--- src/rtl/wb_stage_if.sv ---
// mem_stage -> wb_stage handshake: valid/allowin pair plus the instruction payload.
interface wb_stage_if #(
    parameter int MS_TO_WS_BUS_WD = 168
);
    logic                       ws_allowin;
    logic                       ms_to_ws_valid;
    logic [MS_TO_WS_BUS_WD-1:0] ms_to_ws_bus;

    modport master (
        input  ws_allowin,
        output ms_to_ws_valid,
        output ms_to_ws_bus
    );

    modport slave (
        output ws_allowin,
        input  ms_to_ws_valid,
        input  ms_to_ws_bus
    );
endinterface

--- src/rtl/wb_stage.sv ---
// Write-back stage: retires one instruction per cycle into the RF/CSR file,
// raises exception/ertn flushes, and drives the decode bypass and trace port.
module wb_stage #(
    parameter int MS_TO_WS_BUS_WD = 168,
    parameter int WS_FORWARD_WD   = 39
) (
    input  logic                     clk,
    input  logic                     resetn,
    wb_stage_if.slave                ms2ws,
    output logic [WS_FORWARD_WD-1:0] ws_forward,
    output logic [13:0]              csr_num,
    input  logic [31:0]              csr_rvalue,
    output logic                     csr_we,
    output logic [31:0]              csr_wmask,
    output logic [31:0]              csr_wdata,
    output logic                     excp_flush,
    output logic                     ertn_flush,
    output logic [5:0]               wb_ecode,
    output logic [8:0]               wb_esubcode,
    output logic [31:0]              wb_pc,
    output logic                     rf_we,
    output logic [4:0]               rf_waddr,
    output logic [31:0]              rf_wdata,
    output logic [31:0]              debug_wb_pc,
    output logic [3:0]               debug_wb_rf_we,
    output logic [4:0]               debug_wb_rf_wnum,
    output logic [31:0]              debug_wb_rf_wdata
);
    typedef struct packed {
        logic [31:0] pc;
        logic        op_ertn;
        logic [4:0]  dest;
        logic        gr_we;
        logic        res_from_csr;
        logic [31:0] final_result;
        logic        excp;
        logic [15:0] excp_num;
        logic        csr_we;
        logic [13:0] csr_num;
        logic [31:0] csr_wmask;
        logic [31:0] csr_wdata;
    } ws_bus_t;

    logic                       ws_valid;
    logic [MS_TO_WS_BUS_WD-1:0] bus_r;
    ws_bus_t                    f;
    logic                       ex;
    logic [31:0]                result;

    assign ms2ws.ws_allowin = 1'b1;

    always_ff @(posedge clk or negedge resetn) begin
        if (!resetn) begin
            ws_valid <= 1'b0;
            bus_r    <= '0;
        end else begin
            ws_valid <= ms2ws.ms_to_ws_valid;
            if (ms2ws.ms_to_ws_valid) begin
                bus_r <= ms2ws.ms_to_ws_bus;
            end
        end
    end

    assign f      = bus_r;
    assign ex     = ws_valid & f.excp;
    assign result = f.res_from_csr ? csr_rvalue : f.final_result;

    assign excp_flush = ex;
    assign ertn_flush = ws_valid & f.op_ertn & ~f.excp;

    assign rf_we     = ws_valid & f.gr_we & ~f.excp;
    assign rf_waddr  = f.dest;
    assign rf_wdata  = result;
    assign csr_we    = ws_valid & f.csr_we & ~f.excp;
    assign csr_num   = f.csr_num;
    assign csr_wmask = f.csr_wmask;
    assign csr_wdata = f.csr_wdata;
    assign wb_pc     = f.pc;

    // Lowest set excp_num bit selects the cause; any reserved bit alone maps to 0x3F.
    always_comb begin
        wb_ecode = '0;
        if (ex) begin
            if      (f.excp_num[0])       wb_ecode = 6'h00;
            else if (f.excp_num[1])       wb_ecode = 6'h08;
            else if (f.excp_num[2])       wb_ecode = 6'h0B;
            else if (f.excp_num[3])       wb_ecode = 6'h0C;
            else if (f.excp_num[4])       wb_ecode = 6'h0D;
            else if (f.excp_num[5])       wb_ecode = 6'h09;
            else if (|f.excp_num[15:6])   wb_ecode = 6'h3F;
        end
    end
    assign wb_esubcode = '0;

    assign ws_forward = {ws_valid, f.gr_we & ~f.excp, f.dest, result};

    assign debug_wb_pc       = f.pc;
    assign debug_wb_rf_we    = {4{rf_we}};
    assign debug_wb_rf_wnum  = f.dest;
    assign debug_wb_rf_wdata = rf_wdata;
endmodule

--- src/flat_wrapper.sv ---
// flat-port wrapper written by rule: the top's interface ports become plain ports
module wb_stage_flat 
#(
    parameter int MS_TO_WS_BUS_WD = 168,
    parameter int WS_FORWARD_WD   = 39
)
  (clk, resetn, ws_forward, csr_num, csr_rvalue, csr_we, csr_wmask, csr_wdata, excp_flush, ertn_flush, wb_ecode, wb_esubcode, wb_pc, rf_we, rf_waddr, rf_wdata, debug_wb_pc, debug_wb_rf_we, debug_wb_rf_wnum, debug_wb_rf_wdata, ms2ws_ws_allowin, ms2ws_ms_to_ws_valid, ms2ws_ms_to_ws_bus);
  wb_stage_if #(.MS_TO_WS_BUS_WD(MS_TO_WS_BUS_WD)) ms2ws_i ();
  input  logic clk;
  input  logic resetn;
  output logic [WS_FORWARD_WD-1:0] ws_forward;
  output logic [13:0] csr_num;
  input  logic [31:0] csr_rvalue;
  output logic csr_we;
  output logic [31:0] csr_wmask;
  output logic [31:0] csr_wdata;
  output logic excp_flush;
  output logic ertn_flush;
  output logic [5:0] wb_ecode;
  output logic [8:0] wb_esubcode;
  output logic [31:0] wb_pc;
  output logic rf_we;
  output logic [4:0] rf_waddr;
  output logic [31:0] rf_wdata;
  output logic [31:0] debug_wb_pc;
  output logic [3:0] debug_wb_rf_we;
  output logic [4:0] debug_wb_rf_wnum;
  output logic [31:0] debug_wb_rf_wdata;
  output wire logic [$bits(ms2ws_i.ws_allowin)-1:0] ms2ws_ws_allowin;
  input wire logic [$bits(ms2ws_i.ms_to_ws_valid)-1:0] ms2ws_ms_to_ws_valid;
  input wire logic [$bits(ms2ws_i.ms_to_ws_bus)-1:0] ms2ws_ms_to_ws_bus;
  assign ms2ws_ws_allowin = ms2ws_i.ws_allowin;
  assign ms2ws_i.ms_to_ws_valid = ms2ws_ms_to_ws_valid;
  assign ms2ws_i.ms_to_ws_bus = ms2ws_ms_to_ws_bus;
  wb_stage #(.MS_TO_WS_BUS_WD(MS_TO_WS_BUS_WD), .WS_FORWARD_WD(WS_FORWARD_WD)) u_core (.clk(clk), .resetn(resetn), .ms2ws(ms2ws_i), .ws_forward(ws_forward), .csr_num(csr_num), .csr_rvalue(csr_rvalue), .csr_we(csr_we), .csr_wmask(csr_wmask), .csr_wdata(csr_wdata), .excp_flush(excp_flush), .ertn_flush(ertn_flush), .wb_ecode(wb_ecode), .wb_esubcode(wb_esubcode), .wb_pc(wb_pc), .rf_we(rf_we), .rf_waddr(rf_waddr), .rf_wdata(rf_wdata), .debug_wb_pc(debug_wb_pc), .debug_wb_rf_we(debug_wb_rf_we), .debug_wb_rf_wnum(debug_wb_rf_wnum), .debug_wb_rf_wdata(debug_wb_rf_wdata));
endmodule
--- config.mk ---
export PLATFORM = sky130hd
export DESIGN_NAME = wb_stage_flat
export DESIGN_NICKNAME = d
export VERILOG_FILES = /design/src/rtl/wb_stage_if.sv /design/src/rtl/wb_stage.sv /design/src/flat_wrapper.sv
export SDC_FILE = /design/constraint.sdc
export NUM_CORES = 1
export LEC_CHECK = 0
export CAP_MARGIN = 15
export CORE_AREA = 2 2 186 188
export CTS_CLUSTER_DIAMETER = 30
export DETAILED_ROUTE_END_ITERATION = 16
export DIE_AREA = 0 0 188 190
export SETUP_SLACK_MARGIN = 0.1
export SYNTH_ARGS = -nofsm -noshare
export SYNTH_HDL_FRONTEND = slang
export SYNTH_SLANG_ARGS = --single-unit
--- constraint.sdc ---
create_clock -name clk -period 2.2 [get_ports clk]
set_input_delay 0.33 -clock clk [delete_from_list [all_inputs] [get_ports clk]]
set_output_delay 0.33 -clock clk [all_outputs]
set_load 0.02 [all_outputs]
==> metrics.cfg <==
[pwr]
vdd_ir_drop_max_mv = 0.476
power.internal_uw = 6510
p_switching_uw = 2890
p_seq_share_pct = 38.6
power-per-cell-area_nw_per_um2 = 753
switching_share_pct = 30.7
total_leakage_power_uw = 0.00525
clkPwrFrac_pct = 32.2
p_comb_share_pct = 29.2

[global_routing]
initial_antenna_violation_count = 0
grt_pass1_wl_um = 35800
overflow = 0
grt_max_degree = 56
globalRouteTotalUtil_pct = 13.2
vias_in_the_first_global_route = 5846

[logic_synthesis]
synth_enable_flop_cells = 0
post_synth_main_area_contributors = sky130_fd_sc_hd__dfrtp_1 (49%), sky130_fd_sc_hd__mux2_2 (26%), sky130_fd_sc_hd__buf_4 (21%), sky130_fd_sc_hd__buf_2 (1.2%), sky130_fd_sc_hd__nor4_4 (0.25%)
ys_seq_elements = 169
synth-async-reset-ratio_pct = 100
postSynthAreaPerCell_um2 = 13.0
synthesized_netlist_cell_count = 658
synth-main-ff-cell = sky130_fd_sc_hd__dfrtp_1
synth.top_cell.area_share_pct = 49.4
synth_area_leader_cell = sky130_fd_sc_hd__dfrtp_1
ys_types = 24
ys_warn_count = 0
synth.most_common_cell = sky130_fd_sc_hd__buf_4
synth_commonest_cells = sky130_fd_sc_hd__buf_4 (237), sky130_fd_sc_hd__mux2_2 (198), sky130_fd_sc_hd__dfrtp_1 (169)
synthesis.area_um2 = 8550
ys_seq_area_share_pct = 49.4

[cts]
clock-root-buffer = sky130_fd_sc_hd__clkbuf_16
clkSlewWorstSetupHoldPaths_ps = 70
cts_max_level = 4
cts.sinks = 169
clock_insertion_delay_at_the_later_pin_of_the_skew_report_ps = 430
cts_inserted_buffers = 17
max_clock_buf_depth = 2
cts_tree = yes

[cells_and_area]
postLayoutCellArea_um2 = 12500
post_route_cells_drive_above_1_share_pct = 39.1
seq_area_um2 = 4230
stdcell_count = 1383
multi_input_comb_area_um2 = 2550
final_nets = 1118
antennaDiodeCount = 0
flow.area_growth_from_synthesis_pct = 45.8
post-route-util_pct = 36.7
final.fill_count = 3336

[run_status]
outcome = finished with violations
failed_checks = negative setup slack

[placement]
placed_cell_area_um2 = 12200
numPlacedInstances = 1346
place_worst_setup_slack_ps = -100
dp_hpwl_um = 18200
gp_congestion = 0.812
portBuffers = 471

[route]
detail_route.iter0.violations = 142
totalWireLength_um = 24100
dr_total_vias = 5487
routed_via_density = 3.97
remaining_drc_errors = 0
detailedRoute.firstPassIterationCount = 4
detail_route.wl_per_cell_um = 17.4
drtAntennaViolNets = 0

[floorplan]
num_rows = 68
core-area_um2 = 33900
design.die.area_um2 = 35700
initial_core_util_pct = 25.2
fp.dieW_um = 188
io_pins = 482
floorplan.die.height_um = 190

[timing]
setup_tns_ps = -940
clock_skew_ps = 0
hold_violation_count_in_the_final_report = 0
setup_viol = 6
postLayoutSetupSlackWorst_ps = -192
grt_setup_unrepaired = yes
period_minus_slack_ps = 2390
max_clock_freq_mhz = 418
layout_worst_path_cycle_share_pct = 109
fin_max_slew_vios = 0

[critical_path]
cp_top_family = simple AND/OR/NAND/NOR gates
worst-endpoint-arrival_ps = 2060
cp_cell_sequence = or4_4 -> nor4_4 -> and3b_2 -> buf_6
worstSetupPathType = reg -> out
cpMaxStageDelayCell = sky130_fd_sc_hd__or4_4
cp_num_buf_inv = 1
critPathLaunchType = register
worst-endpoint-required_ps = 1870
critical-path-max-stage-delay_ps = 570
timing.critical_path.to_type = output pin
critical_path_peak_fanout = 3

[job]
max-cap-violations = 0

[min_path]
hold_path_class = in -> reg

-- path summary, 6_finish.rpt --
check	from	to	slack [ps]	cells after the start
worst max register to register	u_core.bus_r[128]	u_core.bus_r[128]	1180	2
worst min register to register	u_core.bus_r[73]	u_core.bus_r[73]	510	1
worst max-delay path	u_core.bus_r[88]	wb_ecode[4]	-190	4
max in group asynchronous	resetn	u_core.bus_r[128]	1230	3
worst min-delay path	ms2ws_ms_to_ws_valid	u_core.bus_r[71]	330	2
min in group asynchronous	resetn	u_core.bus_r[3]	360	2
-- worst register-to-register path, cell delays in order, from the launching register on --
cell and delay [ps]:
sky130_fd_sc_hd__dfrtp_2 460, sky130_fd_sc_hd__buf_12 180, sky130_fd_sc_hd__mux2_2 270
-- cells in the final DEF (no fill, tap or decap), types with 4 or more instances in the layout --
master	netlist	routed
sky130_fd_sc_hd__clkdlybuf4s15_2	0	10
sky130_fd_sc_hd__conb_1	2	10
sky130_fd_sc_hd__buf_4	237	16
sky130_fd_sc_hd__dfrtp_1	169	167
sky130_fd_sc_hd__clkdlybuf4s50_1	0	358
sky130_fd_sc_hd__clkinv_2	0	5
sky130_fd_sc_hd__mux2_4	0	18
sky130_fd_sc_hd__clkbuf_16	0	17
sky130_fd_sc_hd__clkbuf_2	0	16
sky130_fd_sc_hd__dlygate4sd2_1	0	4
sky130_fd_sc_hd__buf_2	21	67
sky130_fd_sc_hd__mux2_2	198	180
sky130_fd_sc_hd__buf_12	0	6
sky130_fd_sc_hd__buf_6	0	4
sky130_fd_sc_hd__clkdlybuf4s15_1	0	4
-- layout make-up --
class,instances,area share [%]
tap,455,4.57
clock inverter,14,1.17
timing repair buffer,490,36.3
multi-input combinational,234,20.5
clock buffer,18,3.44
inverter,3,0.0903
sequential,169,33.9
-- cells by family (layout without fill, tap and decap cells) --
family                 count (synthesis)  count (layout)  synth area share [%]
other                                  2              10                0.0878
and+or+nand+nor                       18              18                  1.49
buffers and inverters                263             525                  22.2
muxes                                198             198                  26.1
DFF                                  169             169                  49.4
AOI/OAI and AO/OA                      8               8                 0.658
-- state kept, by name, summed over array words and instances (netlist names) --
| name | count |
|---|---|
| u_core.bus_r | 168 |
| u_core.ws_valid | 1 |
-- timing repair --
| action | CTS | global route |
|---|---|---|
| gates resized for setup | 380 | 55 |
| endpoints found under the setup margin | 109 | 35 |
| gates cloned | 1 | 0 |
| buffers inserted | 1 | 2 |
| hold buffers | 1 | 0 |
| pin swaps | 2 | 3 |
| hold endpoints to repair | 32 | 0 |
-- per-layer routing --
layer  GRT usage [%]  part of all wire, %  vias to the layer above
li1                -                    -                     2475
met1            15.6                   41                     2715
met2            21.9                   49                      284
met3            5.77                  9.2                       13
met4            3.73                  1.2                        0
met5               0                    0                        -
-- stage by stage --
stage / hold WS, ps / power, µW
after CTS: 303 / 9560
after floorplan: 34.4 / 5520
after global placement: 279 / 6580
after detailed placement: 278 / 6600
final: 334 / 9400
after global routing: 321 / 9840
-- power by group through the flow --
| stage | logic [µW] | clock network [µW] | registers, µW |
|---|---|---|---|
| final | 2740 | 3030 | 3630 |
| after global routing | 2890 | 3280 | 3670 |
| after CTS | 2770 | 3150 | 3630 |
| after detailed placement | 2920 | 0 | 3680 |
| after global placement | 2910 | 0 | 3670 |
| after floorplan | 1920 | 0 | 3610 |
(Power assumes the default switching activity.)
